==> src/rtl/bcd_to_b16_pkg.sv <==
// rtl/bcd_to_b16_pkg.sv - shared constants, state encoding and digit helper for the BCD-to-binary converter
//
// Purpose: constants and types shared by bcd_to_b16 and its digit-adjust sub-module.
// Ports:   none (package).
package bcd_to_b16_pkg;

    localparam int BCD_NDIG      = 5;
    localparam int BCD_CONV_W    = 17;
    localparam int BCD_OUT_W     = 16;
    localparam int BCD_DIGIT_MAX = 9;
    localparam int BCD_CNT_W     = 5;

    typedef enum logic [1:0] {
        ST_IDLE  = 2'd0,
        ST_SHIFT = 2'd1,
        ST_FIN   = 2'd2
    } bcd_state_t;

    function automatic logic digit_invalid(input logic [3:0] d);
        return d > 4'(BCD_DIGIT_MAX);
    endfunction

endpackage

==> src/rtl/bcd_digit_adj.sv <==
// rtl/bcd_digit_adj.sv - per-digit subtract-3 correction for reverse double-dabble
//
// Purpose: q = (d >= 8) ? d - 3 : d, purely combinational.
// Ports:   d - 4-bit digit after the right shift
//          q - corrected digit
module bcd_digit_adj (
    input  logic [3:0] d,
    output logic [3:0] q
);

    // The adjust only fires for d >= 8, so the 4-bit subtraction never wraps.
    assign q = (d >= 4'd8) ? (d - 4'd3) : d;

endmodule

==> src/rtl/bcd_to_b16.sv <==
// rtl/bcd_to_b16.sv - sequential 5-digit packed BCD to 16-bit binary converter
//
// Purpose: converts a packed BCD word to unsigned binary using reverse
//          double-dabble (one right shift plus per-digit correction per cycle),
//          with a start/busy/done handshake, invalid-digit flagging and
//          saturation to all ones when the value does not fit in OUT_W bits.
// Ports:   clk      - rising-edge clock
//          reset    - asynchronous, active-high reset
//          start    - conversion request, sampled only while idle
//          bcd_in   - packed digits, MSD in the top nibble
//          busy     - conversion in flight
//          done     - one-cycle pulse; result and flags valid from this cycle
//          bin      - result, held until the next done
//          overflow - value exceeded 2^OUT_W - 1, bin forced to all ones
//          invalid  - some digit > 9, bin forced to all ones
module bcd_to_b16
    import bcd_to_b16_pkg::*;
#(
    parameter int NDIG   = BCD_NDIG,
    parameter int CONV_W = BCD_CONV_W,
    parameter int OUT_W  = BCD_OUT_W
) (
    input  logic              clk,
    input  logic              reset,
    input  logic              start,
    input  logic [4*NDIG-1:0] bcd_in,
    output logic              busy,
    output logic              done,
    output logic [OUT_W-1:0]  bin,
    output logic              overflow,
    output logic              invalid
);

    localparam int SR_W = 4*NDIG + CONV_W;

    bcd_state_t              state_q, state_d;
    logic [BCD_CNT_W-1:0]    cnt;
    logic [4*NDIG-1:0]       bcd_r;
    logic [CONV_W-1:0]       bin_r;
    logic [SR_W-1:0]         sr_shifted;
    logic [4*NDIG-1:0]       bcd_adj;
    logic                    any_bad;
    logic                    last;
    logic                    do_load, do_shift, do_fin;

    // Combined shift register moved right by one; the LSB of bcd_r falls into bin_r's MSB.
    assign sr_shifted = {bcd_r, bin_r} >> 1;

    for (genvar g = 0; g < NDIG; g++) begin : g_adj
        bcd_digit_adj u_adj (
            .d (sr_shifted[CONV_W + 4*g +: 4]),
            .q (bcd_adj[4*g +: 4])
        );
    end

    always_comb begin
        any_bad = 1'b0;
        for (int i = 0; i < NDIG; i++) begin
            any_bad = any_bad | digit_invalid(bcd_r[4*i +: 4]);
        end
    end

    assign last = (cnt == BCD_CNT_W'(CONV_W - 1));

    // The digit check looks at the captured register rather than bcd_in, which
    // keeps the input bus off the next-state logic. It is evaluated in the first
    // SHIFT cycle, before any shift has disturbed the digits; an invalid word
    // leaves for FIN without shifting, so that path takes two edges.
    always_comb begin
        state_d  = state_q;
        do_load  = 1'b0;
        do_shift = 1'b0;
        do_fin   = 1'b0;
        case (state_q)
            ST_IDLE: begin
                if (start) begin
                    do_load = 1'b1;
                    state_d = ST_SHIFT;
                end
            end
            ST_SHIFT: begin
                if (cnt == '0 && any_bad) begin
                    state_d = ST_FIN;
                end else begin
                    do_shift = 1'b1;
                    if (last) begin
                        state_d = ST_IDLE;
                    end
                end
            end
            ST_FIN: begin
                do_fin  = 1'b1;
                state_d = ST_IDLE;
            end
            default: state_d = ST_IDLE;
        endcase
    end

    always_ff @(posedge clk or posedge reset) begin
        if (reset) begin
            state_q <= ST_IDLE;
        end else begin
            state_q <= state_d;
        end
    end

    always_ff @(posedge clk or posedge reset) begin
        if (reset) begin
            cnt      <= '0;
            bcd_r    <= '0;
            bin_r    <= '0;
            bin      <= '0;
            overflow <= 1'b0;
            invalid  <= 1'b0;
            done     <= 1'b0;
        end else begin
            done <= 1'b0;
            if (do_load) begin
                bcd_r <= bcd_in;
                bin_r <= '0;
                cnt   <= '0;
            end
            if (do_shift) begin
                bcd_r <= bcd_adj;
                bin_r <= sr_shifted[CONV_W-1:0];
                cnt   <= cnt + 1'b1;
                if (last) begin
                    done    <= 1'b1;
                    invalid <= 1'b0;
                    if (sr_shifted[CONV_W-1:OUT_W] != '0) begin
                        overflow <= 1'b1;
                        bin      <= '1;
                    end else begin
                        overflow <= 1'b0;
                        bin      <= sr_shifted[OUT_W-1:0];
                    end
                end
            end
            if (do_fin) begin
                done     <= 1'b1;
                invalid  <= 1'b1;
                overflow <= 1'b0;
                bin      <= '1;
            end
        end
    end

    assign busy = (state_q != ST_IDLE);

endmodule

==> config.mk <==
export PLATFORM = sky130hd
export DESIGN_NAME = bcd_to_b16
export DESIGN_NICKNAME = d
export VERILOG_FILES = /design/src/rtl/bcd_to_b16_pkg.sv /design/src/rtl/bcd_digit_adj.sv /design/src/rtl/bcd_to_b16.sv
export SDC_FILE = /design/constraint.sdc
export NUM_CORES = 1
export LEC_CHECK = 0
export CORE_UTILIZATION = 45
export DETAILED_ROUTE_END_ITERATION = 12
export GPL_TIMING_DRIVEN = 0
export PLACE_DENSITY = 0.76
export SETUP_SLACK_MARGIN = 0.2
export SLEW_MARGIN = 10
export SYNTH_ARGS = -nofsm -noshare
export SYNTH_HDL_FRONTEND = slang
export SYNTH_SLANG_ARGS = --single-unit
==> constraint.sdc <==
create_clock -name clk -period 4.3 [get_ports clk]
set_input_delay 0.43 -clock clk [delete_from_list [all_inputs] [get_ports clk]]
set_output_delay 0.43 -clock clk [all_outputs]
set_load 0.01 [all_outputs]
==> results of run 1 <==
-- state kept, by name, indices dropped and copies added (netlist names) --
| register | cells |
|---|---|
| bcd_r | 20 |
| bin | 16 |
| bin_r | 16 |
| cnt | 5 |
| state_q | 2 |
| done | 1 |
| invalid | 1 |
| overflow | 1 |
-- cell usage after synthesis (2+ instances only) --
cell type	count	area share [%]
clkbuf_1	6	0.77
nand3_1	27	4.6
a21o_1	2	0.51
nand3b_1	2	0.51
nand4_1	3	0.64
nor3_1	3	0.51
nor2b_1	4	0.85
xor2_1	5	1.5
inv_1	13	1.7
nor2_1	15	1.9
buf_6	3	1.1
nand2_1	58	7.4
xnor2_1	4	1.2
o21a_1	2	0.51
ha_1	10	4.3
a22oi_1	3	0.77
a221o_1	2	0.68
o22a_1	16	4.8
a21oi_1	7	1.2
o21ai_0	9	1.5
a31oi_1	4	0.85
a211oi_1	7	1.8
buf_2	6	1.0
mux2i_1	4	1.4
dfrtp_1	62	53
a32oi_1	3	0.89
-- final cells by class --
| type | instances | area share (%) |
|---|---|---|
| clock buffer | 10 | 3.73 |
| buffer | 17 | 3.01 |
| clock inverter | 6 | 2.54 |
| inverter | 13 | 1.39 |
| sequential | 62 | 42.0 |
| multi-input combinational | 203 | 33.3 |
| timing repair buffer | 42 | 11.4 |
| tap | 77 | 2.61 |
-- cells by family after synthesis --
| logic type | synth area share [%] |
|---|---|
| adder cells (fa/ha/maj) | 4.25 |
| XOR/XNOR | 2.68 |
| AND/OR/NAND/NOR | 18.5 |
| multiplexers | 1.36 |
| flip-flops | 52.7 |
| AO/OA/AOI/OAI | 15.1 |
| buffers and inverters | 5.44 |
-- per-layer routing --
| layer | routed length, um | share of wire [%] |
|---|---|---|
| met5 | 0 | 0 |
| met4 | 82 | 1.3 |
| met3 | 305 | 4.8 |
| met2 | 3150 | 50 |
| met1 | 2800 | 44 |
-- power by group --
group	switching, W	internal (W)
clock	0.000241	0.000346
sequential	0.000212	0.000791
combinational	0.000709	0.000559
total	0.00116	0.00170
-- worst paths after layout --
check / from / to / slack, ns / cells past startpoint
worst max-delay path: cnt[0]$_DFFE_PP0P_ / bcd_r[5]$_DFFE_PP0P_ / 2.21 / 8
max in group asynchronous: reset / cnt[0]$_DFFE_PP0P_ / 3.22 / 2
worst min-delay path: bin_r[1]$_DFFE_PP0P_ / bin[0]$_DFFE_PP0P_ / 0.49 / 1
worst max register to register: cnt[0]$_DFFE_PP0P_ / bcd_r[5]$_DFFE_PP0P_ / 2.21 / 8
worst min register to register: bin_r[1]$_DFFE_PP0P_ / bin[0]$_DFFE_PP0P_ / 0.49 / 1
min in group asynchronous: reset / bin[3]$_DFFE_PP0P_ / 0.59 / 2
-- worst max-delay path, delay by kind of cell (launching register included) --
family	cells	cell delay, ns
AO/OA/AOI/OAI	3	0.44
adder cells (fa/ha/maj)	1	0.16
buffers and inverters	2	0.31
flip-flops	1	0.44
AND/OR/NAND/NOR	2	0.60
-- stage by stage --
stage	utilization (%)	worst slack, ns	area (um^2)	hold WS (ns)	instances
5_1_grt	58.5	2.10	3690	0.522	430
3_5_place_dp	54.8	2.21	3460	0.482	414
2_1_floorplan	-	2.33	2940	0.460	295
4_1_cts	58.5	2.25	3690	0.493	430
6_report	58.5	2.21	3690	0.493	430
3_3_place_gp	54.8	1.27	3460	0.481	414
==> reports/metrics.csv, run 1 <==
stage,metric,value,unit
outcome,status,completed,
clocking,clk_pin_slew_worst_paths,0.07,ns
critical_path,cp.arrival,2.29,ns
die,core,6310,um^2
clocking,root_buffer,clkbuf_8,
synth,synth_warnings,0,
clocking,cts_tree,done,
synth,syn_avg_cell_area,9.98,um^2
grt,grt-busiest-layer,met2,
grt,grt_pass1_wl,11.1,mm
critical_path,cp_cell_sequence,"inv_1, ha_1, or4b_4, nand2_2, o21ai_2, buf_2, a211oi_1, a21oi_1",
synth,synthArstFlopShare,100,%
die,ios,43,
routing,drc,0,
timing,finClkSkew,0.00719,ns
layout,multi_input_area,1230,um^2
timing,timing.final.crit_share,48.5,%
synth,synth.distinct_cells,41,
timing,hold_viol_final,0,
synth,synth_fp_nets,328,
grt,grt_start_max_net_pins,63,
routing,drtIter0Drc,102,
timing,timing.final.crit_period,2.09,ns
timing,fin_setup_tns,0,ns
routing,wl_per_cell,14.7,um
die,start_util,46.6,%
synth,ys_seq_area_share,52.7,%
routing,dr.pass1.iters,5,
synth,synth_cells,295,
layout,fin_nets,381,
grt,grt_use_met2,34.2,%
clocking,ctsHoldBuffers,0,
placed_design,port_buffers,42,
timing,slew_viol_final,0,
grt,track_usage,20.3,%
hold_path,min_path_type,reg -> reg,
layout,layout_common_cells,"dfrtp_1 (62), nand2_1 (58), clkdlybuf4s50_1 (42), nand3_1 (27), o22a_1 (16)",
synth,synth-seq-cells,62,
synth,synth_area,2940,um^2
placed_design,routabilityCongestion,0.825,
synth,synth-main-ff-cell,dfrtp_1,
power_and_ir_drop,vdd_drop_max,0.000400,V
critical_path,start_kind,flip-flop,
clocking,h-tree-depth,3,
routing,ant_nets,0,
clocking,clock_sinks,62,
layout,register_area,1550,um^2
clocking,cts_resized,0,
layout,area_growth,25.5,%
grt,grt_pass1_vias,2354,
layout,final_common_cell,dfrtp_1,
placed_design,hpwl,4.39,mm
timing,slew_headroom,49.8,%
timing,tightest_slew,0.753,ns
power_and_ir_drop,power_density,774,nW/um^2
power_and_ir_drop,finalPower,0.00286,W
clocking,clock_latency,0.35,ns
timing,fmax,479,MHz
power_and_ir_drop,p_leak,1.66,nW
synth,synth_edf_count,0,
die,die_w,82.9,um
die,die_y,82.9,um
timing,setup_viol,0,
layout,diodes,0,
clocking,cts_made_buffers,9,
critical_path,crit_path_max_incr_delay,0.48,ns
grt,gr-usage-met1,24.9,%
grt,antenna_found_initial,0,
layout,fillCellCount,580,
grt,grtUsageMet3,5.57,%
run,maxCapViolCount,0,
die,rows,29,
routing,vias,2321,
layout,drive_gt1_share,9.35,%
die,fp.dieArea,6870,um^2
routing,drt-total-wl,6.34,mm
critical_path,crit_slowest_cell,or4b_4,
critical_path,critPathRequiredTime,4.50,ns
critical_path,path_max_fanout,10,
clocking,postCtsSetupBuffers,0,
grt,grt-ovfl-total,0,
timing,rsz0062_at_grt,no,
clocking,cts_buffer_depth,2,
routing,via_per_inst,5.40,
critical_path,end_kind,flip-flop,
critical_path,crit_type,reg -> reg,
Power figures use the tool's default switching activity.
==> inputs of run 2 (changes only) <==
--- a/config.mk
+++ b/config.mk
@@ -8,7 +8,7 @@
 export CORE_UTILIZATION = 45
 export DETAILED_ROUTE_END_ITERATION = 12
 export GPL_TIMING_DRIVEN = 0
-export PLACE_DENSITY = 0.76
+export PLACE_DENSITY = 0.79
 export SETUP_SLACK_MARGIN = 0.2
 export SLEW_MARGIN = 10
 export SYNTH_ARGS = -nofsm -noshare
==> constraint.sdc (replaced) <==
create_clock -name clk -period 1.9 [get_ports clk]
set_input_delay 0.19 -clock clk [delete_from_list [all_inputs] [get_ports clk]]
set_output_delay 0.19 -clock clk [all_outputs]
set_load 0.01 [all_outputs]
==> run 2 against run 1 <==
- fmax is 9.8% higher
- flip-flop and latch count unchanged
- clock power grew 93%
- critical path type unchanged
- final cell count is 4.0% higher
- sequential power up 130%
- die area unchanged
- largest power group unchanged
==> reports/metrics.csv, run 2 (synthesized netlist as in run 1, its figures left out) <==
stage,metric,value,unit,change
timing,slew_headroom,60.4,%,+11 points
clocking,clock_sinks,62,,unchanged
timing,finClkSkew,0.00949,ns,+0.00230 ns
power_and_ir_drop,p_sw_share,41.5,%,+0.90 points
placed_design,dp_slack,-0.130,ns,-2.34 ns
clocking,h-tree-depth,3,,unchanged
routing,wl_per_cell,15.8,um,+7.1%
critical_path,crit_type,reg -> reg,,
placed_design,hpwl,4.52,mm,+3.2%
timing,layout_setup_ws,0.000525,ns,-2.21 ns
placed_design,routabilityCongestion,0.823,,-0.22%
power_and_ir_drop,p_leak,1.79,nW,+7.6%
critical_path,crit_slowest_cell,or4b_4,,
timing,timing.final.crit_period,1.90,ns,-0.186 ns
timing,fmax,526,MHz,+9.8%
critical_path,critPathLaunch,cnt[1]$_DFFE_PP0P_,,
die,die_y,82.9,um,unchanged
timing,timing.final.crit_share,100,%,+51 points
die,ios,43,,unchanged
grt,track_usage,22.7,%,+2.4 points
critical_path,end_kind,flip-flop,,
outcome,status,completed,,
routing,drt-total-wl,7.06,mm,+11%
routing,via_per_inst,5.64,,+4.4%
critical_path,cp.arrival,2.13,ns,-0.16 ns
grt,grt_pass1_vias,2525,,+7.3%
layout,fillCellCount,516,,-11%
die,rows,29,,unchanged
clocking,clock_latency,0.35,ns,about the same
layout,drive_gt1_share,20.3,%,+11 points
clocking,ctsHoldBuffers,0,,unchanged
placed_design,place_area,3500,um^2,+1.0%
layout,register_area,1550,um^2,+0.16%
timing,tightest_slew,0.593,ns,-0.160 ns
layout,layout_common_cells,"dfrtp_1 (60), nand2_1 (57), clkdlybuf4s50_1 (42), nand3_1 (26), o22a_1 (16)",,
hold_path,min_path_type,in -> async,,
clocking,clk_pin_slew_worst_paths,0.07,ns,about the same
routing,ant_nets,0,,unchanged
routing,vias,2520,,+8.6%
clocking,cts_buffer_depth,2,,unchanged
timing,slew_viol_final,0,,unchanged
clocking,root_buffer,clkbuf_8,,
layout,final_common_cell,dfrtp_1,,
layout,fin_util,62.8,%,+4.3 points
timing,rsz0062_at_grt,yes,,
critical_path,cp_top_family,simple AND/OR/NAND/NOR gates,,
routing,drc,0,,unchanged
timing,setup_viol,0,,unchanged
grt,grt-ovfl-total,0,,unchanged
clocking,cts_tree,done,,
power_and_ir_drop,p_clk_share,16.1,%,-4.4 points
power_and_ir_drop,finalPower,0.00702,W,+150%
layout,reg.largest.list,"bcd_r (20), bin (16), bin_r (16)",,
clocking,cts_made_buffers,9,,unchanged
critical_path,crit_path_max_incr_delay,0.48,ns,about the same
power_and_ir_drop,p_comb_share,51.2,%,+6.8 points
layout,multi_input_area,1340,um^2,+8.6%
die,fp.dieArea,6870,um^2,unchanged
power_and_ir_drop,power_density,1770,nW/um^2,+130%
critical_path,critPathRequiredTime,2.13,ns,-2.37 ns
timing,fin_setup_tns,0,ns,unchanged
die,die_w,82.9,um,unchanged
run,maxCapViolCount,0,,unchanged
grt,grt_start_max_net_pins,37,,-41%
critical_path,rr_startpoint,cnt[1]$_DFFE_PP0P_,,
layout,area_growth,34.8,%,
routing,drtIter0Drc,117,,+15%
critical_path,cp_cell_sequence,"inv_2, ha_4, or4b_4, nand2_4, o21a_1, buf_6, nor2_4, a221o_1",,
layout,fin_nets,398,,+4.5%
placed_design,port_buffers,42,,unchanged
power_and_ir_drop,internal-power,0.00410,W,+140%
layout,largest_reg_flops,20,,unchanged
critical_path,start_kind,flip-flop,,
grt,grt_pass1_wl,12.3,mm,+11%
power_and_ir_drop,vdd_drop_max,0.00114,V,+190%
layout,top_register,bcd_r,,
critical_path,path_max_fanout,8,,-2
power_and_ir_drop,power_switching,0.00292,W,+150%
layout,fin_area,3970,um^2,+7.4%
timing,hold_viol_final,0,,unchanged
die,start_util,46.6,%,unchanged
power_and_ir_drop,p_seq_share,32.7,%,-2.4 points
routing,dr.pass1.iters,4,,-1
layout,diodes,0,,unchanged
critical_path,cp_num_buf_inv,2,,unchanged
die,core,6310,um^2,unchanged
grt,antenna_found_initial,0,,unchanged
## run 2: path summary, 6_finish.rpt
check                           cells past startpoint  slack [ns]                     end
worst max register to register                      8      0.0005   bcd_r[13]$_DFFE_PP0P_
worst min-delay path                                2        0.27     bin[10]$_DFFE_PP0P_
max in group asynchronous                           3        1.06  state_q[1]$_DFFE_PP0P_
worst max-delay path                                8      0.0005   bcd_r[13]$_DFFE_PP0P_
worst min register to register                      1        0.50     invalid$_DFFE_PP0P_
min in group clk                                    3        0.41   bcd_r[19]$_DFFE_PP0P_
## run 2: cell type report
| cell class | instances | share of cell area [%] |
|---|---|---|
| buffer | 17 | 4.10 |
| clock buffer | 10 | 3.22 |
| clock inverter | 6 | 1.58 |
| inverter | 13 | 1.32 |
| multi-input combinational | 203 | 33.7 |
| sequential | 62 | 39.2 |
| tap | 77 | 2.43 |
| timing repair buffer | 59 | 14.4 |
## run 2: worst reg2reg max path, stage by stage (launching register included)
cell     delay, ns
dfrtp_1       0.38
inv_2         0.08
ha_4          0.13
or4b_4        0.48
nand2_4       0.10
o21a_1        0.15
buf_6         0.17
nor2_4        0.04
a221o_1       0.26
## run 2: power by group through the flow
| stage | clock network (W) | registers [W] | logic (W) |
|---|---|---|---|
| after detailed placement | 0 | 0.00229 | 0.00293 |
| after global placement | 0 | 0.00226 | 0.00280 |
| after CTS | 0.00115 | 0.00227 | 0.00343 |
| final | 0.00113 | 0.00229 | 0.00360 |
| after floorplan | 0 | 0.00220 | 0.00212 |
| after global routing | 0.00121 | 0.00236 | 0.00396 |
## run 2: stage by stage
step / std cells / hold WS [ns]
floorplan: 295 / 0.309
global placement: 414 / 0.479
detailed placement: 415 / 0.486
CTS: 445 / 0.278
global route: 447 / 0.317
finish: 447 / 0.265
## run 2: routing by layer
metal,wire length (um),global-route usage [%],up-vias
li1,-,-,1170
met1,2910,27.0,1237
met2,3510,37.3,88
met3,407,5.86,25
met4,236,12.5,0
met5,0,0,-
## run 2: what timing repair did
action	CTS	global route
cloned	5	0
gates resized for setup	33	21
pin swaps	8	19
setup endpoints to repair	60	57
hold endpoints to repair	0	0
setup buffers	9	2
==> inputs of run 3 (changes only) <==
--- a/config.mk
+++ b/config.mk
@@ -7,8 +7,9 @@
 export LEC_CHECK = 0
 export CORE_UTILIZATION = 45
 export DETAILED_ROUTE_END_ITERATION = 12
+export DONT_BUFFER_PORTS = 1
 export GPL_TIMING_DRIVEN = 0
-export PLACE_DENSITY = 0.79
+export PLACE_DENSITY = 0.7
 export SETUP_SLACK_MARGIN = 0.2
 export SLEW_MARGIN = 10
 export SYNTH_ARGS = -nofsm -noshare
==> run 3 against run 2 <==
- the flow now finishes with violations (negative setup slack)
- sequential share of layout area rose by 1.5 points
- total power rose by 7.0%
- fmax fell by 0.40%
- first-iteration DRC count rose by 15%
- count of clock-buffer cells in the layout did not move
- largest cell class unchanged
- register-to-register slack barely moved
- critical path depth did not move
- non-clock buffer count fell by 30
==> reports/metrics.csv, run 3 (synthesized netlist as in run 1, its figures left out) <==
stage,metric,value,unit,change
clocking,cts_buffer_depth,2,,unchanged
placed_design,routabilityCongestion,0.822,,-0.15%
power_and_ir_drop,power_density,1970,nW/um^2,+11%
timing,timing.final.crit_share,100,%,+0.40 points
run,maxCapViolCount,0,,unchanged
critical_path,end_kind,flip-flop,,
clocking,clock_sinks,62,,unchanged
die,fp.dieArea,6870,um^2,unchanged
grt,grt_pass1_wl,11.4,mm,-7.3%
routing,drtIter0Drc,134,,+15%
timing,slew_headroom,54.2,%,-6.1 points
grt,track_usage,21.3,%,-1.4 points
layout,fin_area,3820,um^2,-3.8%
timing,layout_setup_ws,-0.00708,ns,-0.00760 ns
timing,fin_setup_tns,-0.00708,ns,-0.00708 ns
placed_design,dp_slack,-0.114,ns,+0.0161 ns
hold_path,min_delay_worst_endpoint,bcd_r[5]$_DFFE_PP0P_,,
placed_design,hpwl,4.37,mm,-3.5%
critical_path,crit_type,reg -> reg,,
power_and_ir_drop,p_leak,1.70,nW,-5.1%
routing,ant_nets,0,,unchanged
timing,slew_viol_final,0,,unchanged
placed_design,port_buffers,0,,-100%
clocking,h-tree-depth,3,,unchanged
timing,hold_viol_final,0,,unchanged
critical_path,critPathLaunch,cnt[0]$_DFFE_PP0P_,,
die,ios,43,,unchanged
critical_path,cp_num_buf_inv,2,,unchanged
timing,timing.final.crit_period,1.91,ns,+0.00760 ns
critical_path,reg2reg_depth,8,,unchanged
critical_path,rrSetupSlack,-0.007,ns,about the same
critical_path,rr_startpoint,cnt[0]$_DFFE_PP0P_,,
routing,dr.pass1.iters,4,,unchanged
timing,tightest_slew,0.687,ns,+0.0935 ns
clocking,root_buffer,clkbuf_8,,
timing,rsz0062_at_grt,yes,,
timing,holdWs,0.0133,ns,-0.252 ns
timing,setup_viol,1,,+1
hold_path,whs_path_depth,2,,
layout,top_register,bcd_r,,
grt,grt_pass1_vias,2387,,-5.5%
critical_path,start_kind,flip-flop,,
placed_design,place_area,3080,um^2,-12%
grt,grt-ovfl-total,0,,unchanged
routing,wl_per_cell,17.4,um,+10%
outcome,violations,negative setup slack,,
layout,largest_reg_flops,20,,unchanged
layout,final_common_cell,dfrtp_1,,
layout,diodes,0,,unchanged
outcome,status,"finished, violations left",,
critical_path,crit_slowest_cell,or4b_4,,
grt,grt_start_max_net_pins,38,,+2.7%
layout,fin_nets,369,,-7.3%
layout,reg.largest.list,"bcd_r (20), bin (16), bin_r (16)",,
clocking,clk_pin_slew_worst_paths,0.07,ns,about the same
critical_path,cp_top_family,simple AND/OR/NAND/NOR gates,,
routing,drt-total-wl,7.29,mm,+3.3%
critical_path,path_max_fanout,5,,-3
routing,drc,0,,unchanged
die,core,6310,um^2,unchanged
hold_path,min_path_type,in -> reg,,
timing,finClkSkew,0.00527,ns,-0.00423 ns
die,start_util,46.6,%,unchanged
critical_path,cp.arrival,2.14,ns,about the same
layout,drive_gt1_share,25.5,%,+5.2 points
layout,layout_common_cells,"dfrtp_1 (62), nand2_1 (56), nand3_1 (16), o22a_1 (16)",,
die,rows,29,,unchanged
die,die_y,82.9,um,unchanged
critical_path,cp_cell_sequence,"inv_2, ha_4, or4b_4, nand2_4, o21a_4, buf_6, nor2_2, a221o_1",,
clocking,cts_made_buffers,9,,unchanged
timing,fmax,524,MHz,-0.40%
hold_path,min-delay-start,bcd_in[5],,
critical_path,r2r_end,bcd_r[13]$_DFFE_PP0P_,,
power_and_ir_drop,finalPower,0.00752,W,+7.0%
clocking,clock_latency,0.35,ns,about the same
power_and_ir_drop,vdd_drop_max,0.00123,V,+8.0%
critical_path,critPathRequiredTime,2.13,ns,about the same
routing,via_per_inst,5.71,,+1.2%
die,die_w,82.9,um,unchanged
routing,vias,2385,,-5.4%
layout,area_growth,29.7,%,
clocking,cts_tree,done,,
critical_path,crit_path_max_incr_delay,0.49,ns,about the same
grt,antenna_found_initial,0,,unchanged
run 3: cell count changes in the layout (fill, tap and decap cells not counted), moves of 3 or more:
| cell | before | now |
|---|---|---|
| clkdlybuf4s50_1 | 42 | 0 |
| dlygate4sd3_1 | 0 | 14 |
| nand3_1 | 26 | 16 |
| buf_6 | 11 | 14 |
| nand3_2 | 1 | 11 |
| buf_4 | 11 | 6 |
run 3: final cells by class:
class | instances | area (um^2)
buffer | 17 | 170
clock buffer | 10 | 128
clock inverter | 6 | 86.3
fill | 527 | 2500
inverter | 13 | 52.6
multi-input combinational | 204 | 1420
sequential | 62 | 1550
tap | 77 | 96.3
timing repair buffer | 29 | 309
run 3: per-layer routing:
layer	vias to the layer above	GRT usage [%]	part of all wire (%)
met5	-	0	0
met2	68	35.5	51
met3	11	6.86	5.3
met4	0	7.84	1.2
li1	1108	-	-
met1	1198	25.7	42
run 3: power by group:
group          internal [W]  total (W)  switching [W]
clock              0.000736    0.00127       0.000531
combinational       0.00185    0.00390        0.00205
sequential          0.00179    0.00235       0.000558
total               0.00438    0.00752        0.00314
run 3: metrics by stage:
stage | util [%] | cells
6_report | 60.4 | 418
2_1_floorplan | - | 295
5_1_grt | 60.4 | 418
3_3_place_gp | 48.4 | 372
3_5_place_dp | 48.8 | 373
4_1_cts | 57.6 | 415
run 3: how the worst max path moves through the flow:
stage          slack, ns                     to  depth (start not counted)
4_1_cts             0.03  bcd_r[13]$_DFFE_PP0P_                          8
3_3_place_gp        -0.1   bcd_r[6]$_DFFE_PP0P_                          5
3_5_place_dp       -0.11   bcd_r[2]$_DFFE_PP0P_                          5
2_1_floorplan        0.1   bcd_r[1]$_DFFE_PP0P_                          8
6_report          -0.007  bcd_r[13]$_DFFE_PP0P_                          8
5_1_grt            -0.05  bcd_r[13]$_DFFE_PP0P_                          8
run 3: repair_timing:
item | CTS | global route
hold endpoints to repair | 38 | 0
gates resized for setup | 37 | 33
setup endpoints to repair | 59 | 59
hold buffers | 14 | 0
buffers inserted | 7 | 1
gates cloned | 5 | 2
pin swaps | 8 | 19
